## src/rtl/usb_fs_pkg.sv

```systemverilog
// Shared definitions for the USB FS IN-endpoint arbiter: data width,
// ID-width helper and the arbiter state encoding.
package usb_fs_pkg;

    localparam int USB_FS_DATA_W = 8;

    typedef enum logic {
        ARB_IDLE    = 1'b0,
        ARB_GRANTED = 1'b1
    } arb_state_e;

    // Width needed to index n endpoints, never less than one bit.
    function automatic int id_width(input int n);
        return (n <= 2) ? 1 : $clog2(n);
    endfunction

endpackage

```

## src/rtl/usb_fs_in_rr_arb_if.sv

```systemverilog
// Bundle between the IN endpoints / protocol engine and the IN arbiter.
// master: the arbiter side; slave: the endpoints and engine side.
interface usb_fs_in_rr_arb_if #(
    parameter int NUM_IN_EPS = 4,
    parameter int DATA_W     = usb_fs_pkg::USB_FS_DATA_W
);
    import usb_fs_pkg::*;

    localparam int ID_W = id_width(NUM_IN_EPS);

    logic [NUM_IN_EPS-1:0]        in_ep_req;
    logic [NUM_IN_EPS-1:0]        in_ep_grant;
    logic [NUM_IN_EPS*DATA_W-1:0] in_ep_data;
    logic                         in_xfr_end;
    logic [DATA_W-1:0]            arb_in_ep_data;
    logic                         arb_in_ep_valid;
    logic [ID_W-1:0]              arb_in_ep_id;

    modport master (
        input  in_ep_req, in_ep_data, in_xfr_end,
        output in_ep_grant, arb_in_ep_data, arb_in_ep_valid, arb_in_ep_id
    );

    modport slave (
        output in_ep_req, in_ep_data, in_xfr_end,
        input  in_ep_grant, arb_in_ep_data, arb_in_ep_valid, arb_in_ep_id
    );

endinterface

```

## src/rtl/usb_fs_rr_pick.sv

```systemverilog
// Combinational round-robin picker: rotates the request vector so the
// start pointer lands on bit 0, priority-encodes the lowest set bit, and
// maps the offset back to an absolute endpoint index.
module usb_fs_rr_pick #(
    parameter int N    = 4,
    parameter int ID_W = 2
) (
    input  logic [N-1:0]    req,
    input  logic [ID_W-1:0] ptr,
    output logic            found,
    output logic [ID_W-1:0] winner
);

    logic [N-1:0] rot;
    int           off;
    int           sum;

    // Rotate via the doubled vector, then find the first requester at or after ptr.
    always_comb begin
        rot   = N'({req, req} >> ptr);
        found = |req;
        off   = 0;
        for (int i = N - 1; i >= 0; i--) begin
            if (rot[i]) begin
                off = i;
            end
        end
        sum = int'(ptr) + off;
        if (sum >= N) begin
            sum = sum - N;
        end
        winner = ID_W'(sum);
    end

endmodule

```

## src/rtl/usb_fs_in_rr_arb.sv

```systemverilog
// USB FS IN-endpoint arbiter. Grants one endpoint at a time with registered
// one-hot grants, holds the grant for the whole packet and always inserts one
// idle cycle between grants as bus turnaround for the protocol engine.
module usb_fs_in_rr_arb
    import usb_fs_pkg::*;
#(
    parameter int NUM_IN_EPS = 4,
    parameter int DATA_W     = USB_FS_DATA_W,
    parameter bit RR_EN      = 1'b1
) (
    input  logic                  clk,
    input  logic                  reset_n,
    usb_fs_in_rr_arb_if.master    bus
);

    localparam int ID_W = id_width(NUM_IN_EPS);

    arb_state_e            state_q, state_d;
    logic [NUM_IN_EPS-1:0] grant_q, grant_d;
    logic [ID_W-1:0]       id_q, id_d;
    logic [ID_W-1:0]       ptr_q, ptr_d;
    logic                  valid_q, valid_d;

    logic [ID_W-1:0]       pick_ptr;
    logic [ID_W-1:0]       pick_id;
    logic                  pick_found;
    logic                  release_hit;
    logic [ID_W-1:0]       ptr_after;
    logic [DATA_W-1:0]     data_mux;

    // Fixed priority reuses the same picker with the search starting at 0.
    assign pick_ptr = RR_EN ? ptr_q : '0;

    usb_fs_rr_pick #(
        .N    (NUM_IN_EPS),
        .ID_W (ID_W)
    ) u_pick (
        .req    (bus.in_ep_req),
        .ptr    (pick_ptr),
        .found  (pick_found),
        .winner (pick_id)
    );

    // Next-state: select in IDLE, hold until packet end or request drop in GRANTED.
    always_comb begin
        state_d     = state_q;
        grant_d     = grant_q;
        id_d        = id_q;
        valid_d     = valid_q;
        ptr_d       = ptr_q;
        // A dropped request and an end pulse together still form one release.
        release_hit = bus.in_xfr_end || ((bus.in_ep_req & grant_q) == '0);
        ptr_after   = (id_q == ID_W'(NUM_IN_EPS - 1)) ? '0 : id_q + 1'b1;

        if (state_q == ARB_IDLE) begin
            if (pick_found) begin
                state_d = ARB_GRANTED;
                grant_d = NUM_IN_EPS'(1) << pick_id;
                id_d    = pick_id;
                valid_d = 1'b1;
            end
        end else begin
            if (release_hit) begin
                state_d = ARB_IDLE;
                grant_d = '0;
                id_d    = '0;
                valid_d = 1'b0;
                if (RR_EN) begin
                    ptr_d = ptr_after;
                end
            end
        end
    end

    // State, grant outputs and round-robin pointer; reset drops any grant at once.
    always_ff @(posedge clk) begin
        if (!reset_n) begin
            state_q <= ARB_IDLE;
            grant_q <= '0;
            id_q    <= '0;
            valid_q <= 1'b0;
            ptr_q   <= '0;
        end else begin
            state_q <= state_d;
            grant_q <= grant_d;
            id_q    <= id_d;
            valid_q <= valid_d;
            ptr_q   <= ptr_d;
        end
    end

    // Data of the granted endpoint straight from the registered grant; zero when idle.
    always_comb begin
        data_mux = '0;
        for (int i = 0; i < NUM_IN_EPS; i++) begin
            if (grant_q[i]) begin
                data_mux = bus.in_ep_data[i*DATA_W +: DATA_W];
            end
        end
    end

    assign bus.in_ep_grant     = grant_q;
    assign bus.arb_in_ep_valid = valid_q;
    assign bus.arb_in_ep_id    = id_q;
    assign bus.arb_in_ep_data  = data_mux;

endmodule

```

## src/flat_wrapper.sv

```systemverilog
// flat-port wrapper written by rule: the top's interface ports become plain ports
module usb_fs_in_rr_arb_flat import usb_fs_pkg::*;
#(
    parameter int NUM_IN_EPS = 4,
    parameter int DATA_W     = USB_FS_DATA_W,
    parameter bit RR_EN      = 1'b1
)
  (clk, reset_n, bus_in_ep_req, bus_in_ep_data, bus_in_xfr_end, bus_in_ep_grant, bus_arb_in_ep_data, bus_arb_in_ep_valid, bus_arb_in_ep_id);
  usb_fs_in_rr_arb_if #(.NUM_IN_EPS(NUM_IN_EPS), .DATA_W(DATA_W)) bus_i ();
  input  logic clk;
  input  logic reset_n;
  input wire logic [$bits(bus_i.in_ep_req)-1:0] bus_in_ep_req;
  input wire logic [$bits(bus_i.in_ep_data)-1:0] bus_in_ep_data;
  input wire logic [$bits(bus_i.in_xfr_end)-1:0] bus_in_xfr_end;
  output wire logic [$bits(bus_i.in_ep_grant)-1:0] bus_in_ep_grant;
  output wire logic [$bits(bus_i.arb_in_ep_data)-1:0] bus_arb_in_ep_data;
  output wire logic [$bits(bus_i.arb_in_ep_valid)-1:0] bus_arb_in_ep_valid;
  output wire logic [$bits(bus_i.arb_in_ep_id)-1:0] bus_arb_in_ep_id;
  assign bus_i.in_ep_req = bus_in_ep_req;
  assign bus_i.in_ep_data = bus_in_ep_data;
  assign bus_i.in_xfr_end = bus_in_xfr_end;
  assign bus_in_ep_grant = bus_i.in_ep_grant;
  assign bus_arb_in_ep_data = bus_i.arb_in_ep_data;
  assign bus_arb_in_ep_valid = bus_i.arb_in_ep_valid;
  assign bus_arb_in_ep_id = bus_i.arb_in_ep_id;
  usb_fs_in_rr_arb #(.NUM_IN_EPS(NUM_IN_EPS), .DATA_W(DATA_W), .RR_EN(RR_EN)) u_core (.clk(clk), .reset_n(reset_n), .bus(bus_i));
endmodule
```

## config.mk

```make
export PLATFORM = sky130hd
export DESIGN_NAME = usb_fs_in_rr_arb_flat
export DESIGN_NICKNAME = d
export VERILOG_FILES = /design/src/rtl/usb_fs_pkg.sv /design/src/rtl/usb_fs_in_rr_arb_if.sv /design/src/rtl/usb_fs_rr_pick.sv /design/src/rtl/usb_fs_in_rr_arb.sv /design/src/flat_wrapper.sv
export SDC_FILE = /design/constraint.sdc
export NUM_CORES = 1
export LEC_CHECK = 0
export CAP_MARGIN = 20
export CELL_PAD_IN_SITES_DETAIL_PLACEMENT = 1
export CELL_PAD_IN_SITES_GLOBAL_PLACEMENT = 1
export CORE_UTILIZATION = 25
export DETAILED_ROUTE_END_ITERATION = 10
export GPL_TIMING_DRIVEN = 0
export PLACE_DENSITY_LB_ADDON = 0.05
export SETUP_SLACK_MARGIN = 0.2
export SLEW_MARGIN = 20
export SYNTH_ARGS = -nofsm -noshare
export SYNTH_HDL_FRONTEND = slang
export SYNTH_SLANG_ARGS = --single-unit
```

## constraint.sdc

```tcl
create_clock -name clk -period 5.3 [get_ports clk]
set_input_delay 0.53 -clock clk [delete_from_list [all_inputs] [get_ports clk]]
set_output_delay 0.53 -clock clk [all_outputs]
set_load 0.02 [all_outputs]
```

==> impl_metrics.py, run 1 <==
metrics = {
    "status": {
        "status": "completed",
    },
    "sta": {
        "grt_setup_unrepaired": "no",
        "share_of_the_cycle_needed_by_the_critical_path_after_routing_pct": 54.72,
        "hold_slack_ns": 0.4762,
        "final_hold_viol_count": 0,
        "finalWorstPathRequiredPeriod_ns": 2.900,
        "skew_ns": 0.0004733,
        "setup_violations": 0,
        "setup_ws_ns": 2.400,
        "slew_violations": 0,
        "summed_negative_setup_slack_over_all_endpoints_ns": 0,
        "tightest_slew_ns": 0.4882,
        "fmax_mhz": 344.8,
        "max-slew-margin-rel_pct": 67.45,
    },
    "detailed_routing": {
        "drt_iter0_markers": 12,
        "routed_via_count": 1012,
        "drtAntennaViolNets": 0,
        "totalWireLength_um": 2869,
        "drc": 0,
        "routed_wire_length_per_instance_um": 13.66,
        "drt-vias-per-instance": 4.819,
        "drt-pass1-iter-count": 2,
    },
    "die": {
        "dieHeight_um": 59.34,
        "die_area_mm2": 0.003521,
        "boundaryPins": 54,
        "chipWidth_um": 59.34,
        "floorplan.initialDensity_pct": 26.71,
        "std_cell_rows": 20,
        "design.core.area_mm2": 0.003078,
    },
    "clock_tree": {
        "root_buffer": "clkbuf_4",
        "cts_tree": "built",
        "cts_hold_repair.buffers": 0,
        "clock_latency_ns": 0.25,
        "cts_post_setup_buffers_inserted": 0,
        "cts.path.max_buffers": 2,
        "num_cts_buffers": 3,
        "cts_repair_resize_count": 0,
        "cts.sinks": 10,
        "cts.reportedPaths.clkPinSlew_ns": 0.06,
        "h-tree-depth": 1,
    },
    "synth": {
        "synthesis.area_per_instance_um2": 7.340,
        "yosys.cell_types.count": 37,
        "synthArstFlopShare_pct": 0,
        "number_of_synthesized_flops_with_an_enable_pin": 0,
        "syn_inst": 112,
        "syn-num-nets": 153,
        "post-synth-top-area-cell": "dfxtp_1",
        "synth_warnings": 0,
        "netlist_area_um2": 822.0,
        "synth.top_cells.by_area": "dfxtp_1, nor2_1, a22oi_1",
        "synth_sequential_area_ratio_pct": 24.35,
        "area_share_of_the_largest_cell_type_after_synthesis_pct": 24.35,
        "postSynth.topFlopCell": "dfxtp_1",
        "postSynthRegisterBits": 10,
    },
    "cells_and_area": {
        "syn2layout_area_growth_pct": 71.54,
        "antennaDiodeCount": 0,
        "finalNetCount": 209,
        "final_layout_size_suffix_gt1_share_pct": 6.627,
        "non_filler_cells_in_the_finished_layout": 210,
    },
    "worst_setup_path": {
        "timing.critical_path.slowest_stage_cell": "clkdlybuf4s50_1",
        "cpMostUsedCell": "clkbuf_1",
        "r2r_setup_slack_ns": 3.20,
        "worst-endpoint-arrival_ns": 2.37,
        "timing.setup.critical_path_class": "reg -> out",
        "end_kind": "primary output",
        "path_cells": "clkbuf_1, nor2b_1, clkbuf_1, a22oi_1, nor2_1, a21oi_1, o21ai_0, clkdlybuf4s50_1",
        "start_kind": "flop",
        "timing.critical_path.fanout_max": 10,
        "critPathRequiredTime_ns": 4.77,
        "slowest_delay_ns": 0.63,
    },
    "run": {
        "maxCapViolCount": 0,
    },
    "placement": {
        "dp_hpwl_um": 2263,
        "port_buffers": 51,
        "place.gp.congestion": 0.6971,
        "placed_cells": 207,
        "place_worst_setup_slack_ns": 2.564,
    },
    "global_routing": {
        "grt_overflow_total": 0,
        "global_route_wire_length_before_repair_um": 4409,
        "grt_antenna_before_repair": 0,
        "first_global_vias": 937,
        "grt_start_max_net_pins": 11,
        "grt_util_all_layers_pct": 16.41,
    },
    "min_path": {
        "timing.hold.worst.class": "reg -> reg",
    },
    "power": {
        "leakagePower_nw": 0.5326,
        "vdd_drop_max_uv": 142.7,
        "pwr_density_cell_mw_per_mm2": 278.2,
    },
}
-- cell families after synthesis --
kind of cell,count (synthesis),share of synthesized area (%)
AO/OA/AOI/OAI,42,37.29
XOR/XNOR,2,3.045
adder cells (fa/ha/maj),2,3.044
AND/OR/NAND/NOR,42,23.14
flip-flops,10,24.35
buffers and inverters,13,7.913
multiplexers,1,1.218
-- per-layer routing --
| metal | part of all wire [%] | wire length (um) | vias up | GRT usage [%] |
|---|---|---|---|---|
| met5 | 0 | 0 | - | 0 |
| met1 | 48 | 1372 | 466 | 22.53 |
| met3 | 4.7 | 136 | 2 | 1.747 |
| met4 | 0.70 | 20 | 0 | 5.102 |
| met2 | 47 | 1340 | 25 | 26.81 |
| li1 | - | - | 519 | - |
-- worst max-delay path, delay by kind of cell (launching register included) --
family	cells	cell delay, ns
AO/OA/AOI/OAI	3	0.34
buffers and inverters	3	1.17
flip-flops	1	0.32
AND/OR/NAND/NOR	2	0.28
-- sequential cells by signal, indices dropped and copies added (netlist names) --
register and count:
u_core.bus.in_ep_grant 4, u_core.bus.arb_in_ep_id 2, u_core.bus.arb_in_ep_valid 1, u_core.state_q 1, u_core.pick_ptr 2
-- cells in the mapped netlist (4+ instances only) --
library cell and n:
nor2_1 17, nand2_1 13, dfxtp_1 10, a21oi_1 9, a22oi_1 8, o21ai_0 8, clkbuf_1 5, inv_1 4
-- final cells by class --
type,count,area [um^2]
buffer,9,50.05
clock buffer,3,22.52
fill,402,1668
inverter,4,15.01
multi-input combinational,89,556.8
sequential,10,200.2
tap,44,55.05
timing repair buffer,51,510.5
-- layout by cell type (no fill, tap or decap), types with 2 or more instances in the layout --
master / n
inv_1: 4
a22o_1: 2
nor2b_1: 2
a22oi_1: 8
clkbuf_1: 5
a21oi_1: 9
ha_1: 2
buf_4: 2
clkdlybuf4s50_1: 51
nand2_1: 13
o2bb2ai_1: 2
o211ai_1: 2
nor2_1: 17
nand2b_1: 2
o32ai_1: 2
a32o_1: 2
o21ai_0: 8
dfxtp_1: 10
clkbuf_4: 3
-- stage by stage --
step | utilization [%] | power [mW] | area (um^2)
6_report | 45.81 | 0.3922 | 1410
5_1_grt | 45.81 | 0.4192 | 1410
4_1_cts | 45.81 | 0.3977 | 1410
3_5_place_dp | 45.08 | 0.3461 | 1388
3_3_place_gp | 45.08 | 0.3413 | 1388
2_1_floorplan | - | 0.2351 | 822.0
-- report_power, final --
part / switching [mW] / internal [mW] / leakage [nW]
clock network: 0.0241 / 0.0262 / 0.0138
registers: 0.0112 / 0.0877 / 0.0822
logic: 0.124 / 0.120 / 0.437
-- path summary, 6_finish.rpt --
path | start | to | depth (start not counted)
hold reg to reg | u_core.bus.arb_in_ep_valid$_SDFFE_PN0P_ | u_core.bus.arb_in_ep_valid$_SDFFE_PN0P_ | 2
setup / recovery | u_core.bus.in_ep_grant[1]$_SDFFE_PN0P_ | bus_arb_in_ep_data[2] | 8
setup reg to reg | u_core.pick_ptr[0]$_SDFFE_PN0P_ | u_core.bus.in_ep_grant[3]$_SDFFE_PN0P_ | 7
hold / removal | u_core.bus.arb_in_ep_valid$_SDFFE_PN0P_ | u_core.bus.arb_in_ep_valid$_SDFFE_PN0P_ | 2
(Power assumes the default switching activity.)
==> inputs of run 2 (changes only) <==
- CORE_UTILIZATION: 25 -> 21
- clock period: 5.3 -> 2.4 ns (I/O delays scaled with it)
==> impl_metrics.py, run 2 (synthesized netlist as in run 1, its figures left out) <==
metrics = {
    "sta": {
        "skew_ns": 0.001147,
        "grt_setup_unrepaired": "no",
        "setup_violations": 0,
        "max-slew-margin-rel_pct": 67.97,
        "tightest_slew_ns": 0.4804,
        "share_of_the_cycle_needed_by_the_critical_path_after_routing_pct": 86.31,
        "summed_negative_setup_slack_over_all_endpoints_ns": 0,
        "slew_violations": 0,
        "setup_ws_ns": 0.3287,
        "final_hold_viol_count": 0,
        "fmax_mhz": 482.8,
        "finalWorstPathRequiredPeriod_ns": 2.071,
    },
    "run": {
        "maxCapViolCount": 0,
    },
    "worst_setup_path": {
        "worst-endpoint-arrival_ns": 2.20,
        "reg2reg_to": "u_core.bus.in_ep_grant[3]$_SDFFE_PN0P_",
        "setup.worst_path.end": "u_core.bus.in_ep_grant[3]$_SDFFE_PN0P_",
        "start_kind": "flop",
        "startpoint": "u_core.pick_ptr[0]$_SDFFE_PN0P_",
        "timing.setup.critical_path_class": "reg -> reg",
        "critPathRequiredTime_ns": 2.52,
        "worst_r2r_startpoint": "u_core.pick_ptr[0]$_SDFFE_PN0P_",
        "worst_r2r_path_depth": 7,
        "timing.critical_path.fanout_max": 10,
        "r2r_setup_slack_ns": 0.33,
        "end_kind": "flop",
    },
    "cells_and_area": {
        "finalInstanceArea_mm2": 0.001445,
        "final_layout_size_suffix_gt1_share_pct": 11.98,
        "syn2layout_area_growth_pct": 75.80,
        "layout.cells.most_common": "clkdlybuf4s50_1",
        "finish.utilization_pct": 38.89,
        "flip_flop_count_of_the_largest_register_all_copies_and_words_added": 4,
        "seq_area_um2": 200.2,
        "fillers": 460,
        "final_cell_mix": "clkdlybuf4s50_1, nor2_1, nand2_1",
        "multi_input_area_um2": 564.3,
        "finalNetCount": 209,
        "antennaDiodeCount": 0,
    },
    "placement": {
        "place_area_mm2": 0.001393,
        "dp_hpwl_um": 2318,
        "place.gp.congestion": 0.7182,
        "port_buffers": 51,
        "place_worst_setup_slack_ns": -0.04700,
    },
    "global_routing": {
        "grt_overflow_total": 0,
        "global_route_wire_length_before_repair_um": 4995,
        "grt_antenna_before_repair": 0,
        "grt_util_all_layers_pct": 15.11,
        "first_global_vias": 1027,
        "grt_start_max_net_pins": 11,
    },
    "die": {
        "boundaryPins": 54,
        "design.core.area_mm2": 0.003716,
        "std_cell_rows": 22,
        "die_area_mm2": 0.004169,
        "dieHeight_um": 64.57,
        "chipWidth_um": 64.57,
        "floorplan.initialDensity_pct": 22.12,
    },
    "detailed_routing": {
        "drtAntennaViolNets": 0,
        "drt-vias-per-instance": 4.758,
        "totalWireLength_um": 3055,
        "drt-pass1-iter-count": 4,
        "drc": 0,
        "routed_wire_length_per_instance_um": 14.21,
        "routed_via_count": 1023,
        "drt_iter0_markers": 27,
    },
    "clock_tree": {
        "root_buffer": "clkbuf_8",
        "cts.path.max_buffers": 2,
        "cts.reportedPaths.clkPinSlew_ns": 0.05,
        "num_cts_buffers": 3,
        "h-tree-depth": 1,
        "cts.sinks": 10,
        "cts_tree": "built",
        "clock_latency_ns": 0.24,
    },
    "power": {
        "design_power_total_mw": 0.9499,
        "vdd_drop_max_uv": 281.7,
        "leakagePower_nw": 0.5723,
        "pwr_density_cell_mw_per_mm2": 657.3,
    },
    "status": {
        "status": "completed",
    },
    "min_path": {
        "timing.hold.worst.class": "in -> reg",
    },
}
[run 2: cell types whose count changed in the layout (fill, tap and decap cells not counted), sizes merged]
cell / change
buf: +1
clkdlybuf4s50: -10
dlygate4sd2: +2
clkdlybuf4s15: +5
clkbuf: +3
[run 2: report_power, final]
part / total (mW) / switching [mW] / internal (mW) / leakage, nW
registers: 0.221 / 0.0267 / 0.194 / 0.0822
logic: 0.517 / 0.277 / 0.240 / 0.461
clock network: 0.212 / 0.0677 / 0.144 / 0.0288
[run 2: per-layer routing]
metal	wire, um	vias to the layer above	share of wire (%)	global-route usage (%)
met5	0	-	0	0
met4	33	0	1.1	4.167
met3	135	5	4.4	1.585
met2	1383	30	45	24.34
met1	1503	470	49	21.12
li1	-	518	-	-
[run 2: worst max-delay path, stage by stage (launching register included)]
cell and delay (ns):
dfxtp_1 0.32, buf_4 0.17, or4_1 0.53, o211ai_1 0.12, ha_1 0.23, xor2_2 0.18
xnor2_2 0.13, a32o_1 0.27
[run 2: layout make-up]
cell class | count | area share [%]
multi-input cells | 89 | 39.05
repair buffers | 51 | 34.11
flip-flops and latches | 10 | 13.85
well taps | 48 | 4.156
plain buffers | 9 | 3.983
clock buffers | 4 | 3.810
inverters | 4 | 1.039
[run 2: worst min path at each step]
stage          slack (ns)                                    start  cells after the start                                      end
2_1_floorplan        0.37                                  reset_n                      1          u_core.pick_ptr[1]$_SDFFE_PN0P_
4_1_cts              0.43                         bus_in_ep_req[0]                      3                u_core.state_q$_SDFF_PN0_
3_3_place_gp         0.45  u_core.bus.arb_in_ep_valid$_SDFFE_PN0P_                      2  u_core.bus.arb_in_ep_valid$_SDFFE_PN0P_
6_report             0.42                         bus_in_ep_req[0]                      3                u_core.state_q$_SDFF_PN0_
5_1_grt              0.48                         bus_in_ep_req[0]                      3                u_core.state_q$_SDFF_PN0_
3_5_place_dp         0.48  u_core.bus.arb_in_ep_valid$_SDFFE_PN0P_                      2  u_core.bus.arb_in_ep_valid$_SDFFE_PN0P_
[run 2: timing repair]
action                                  in CTS  in global routing
setup buffers                                0                  0
endpoints found under the setup margin      10                  9
hold buffers                                 0                  0
gates resized for setup                     14                 18
[run 2: stage by stage]
| stage | hold slack, ns | std cells |
|---|---|---|
| global placement | 0.4519 | 211 |
| detailed placement | 0.4846 | 211 |
| finish | 0.4167 | 215 |
| CTS | 0.4268 | 215 |
| floorplan | 0.3682 | 112 |
| global route | 0.4782 | 215 |
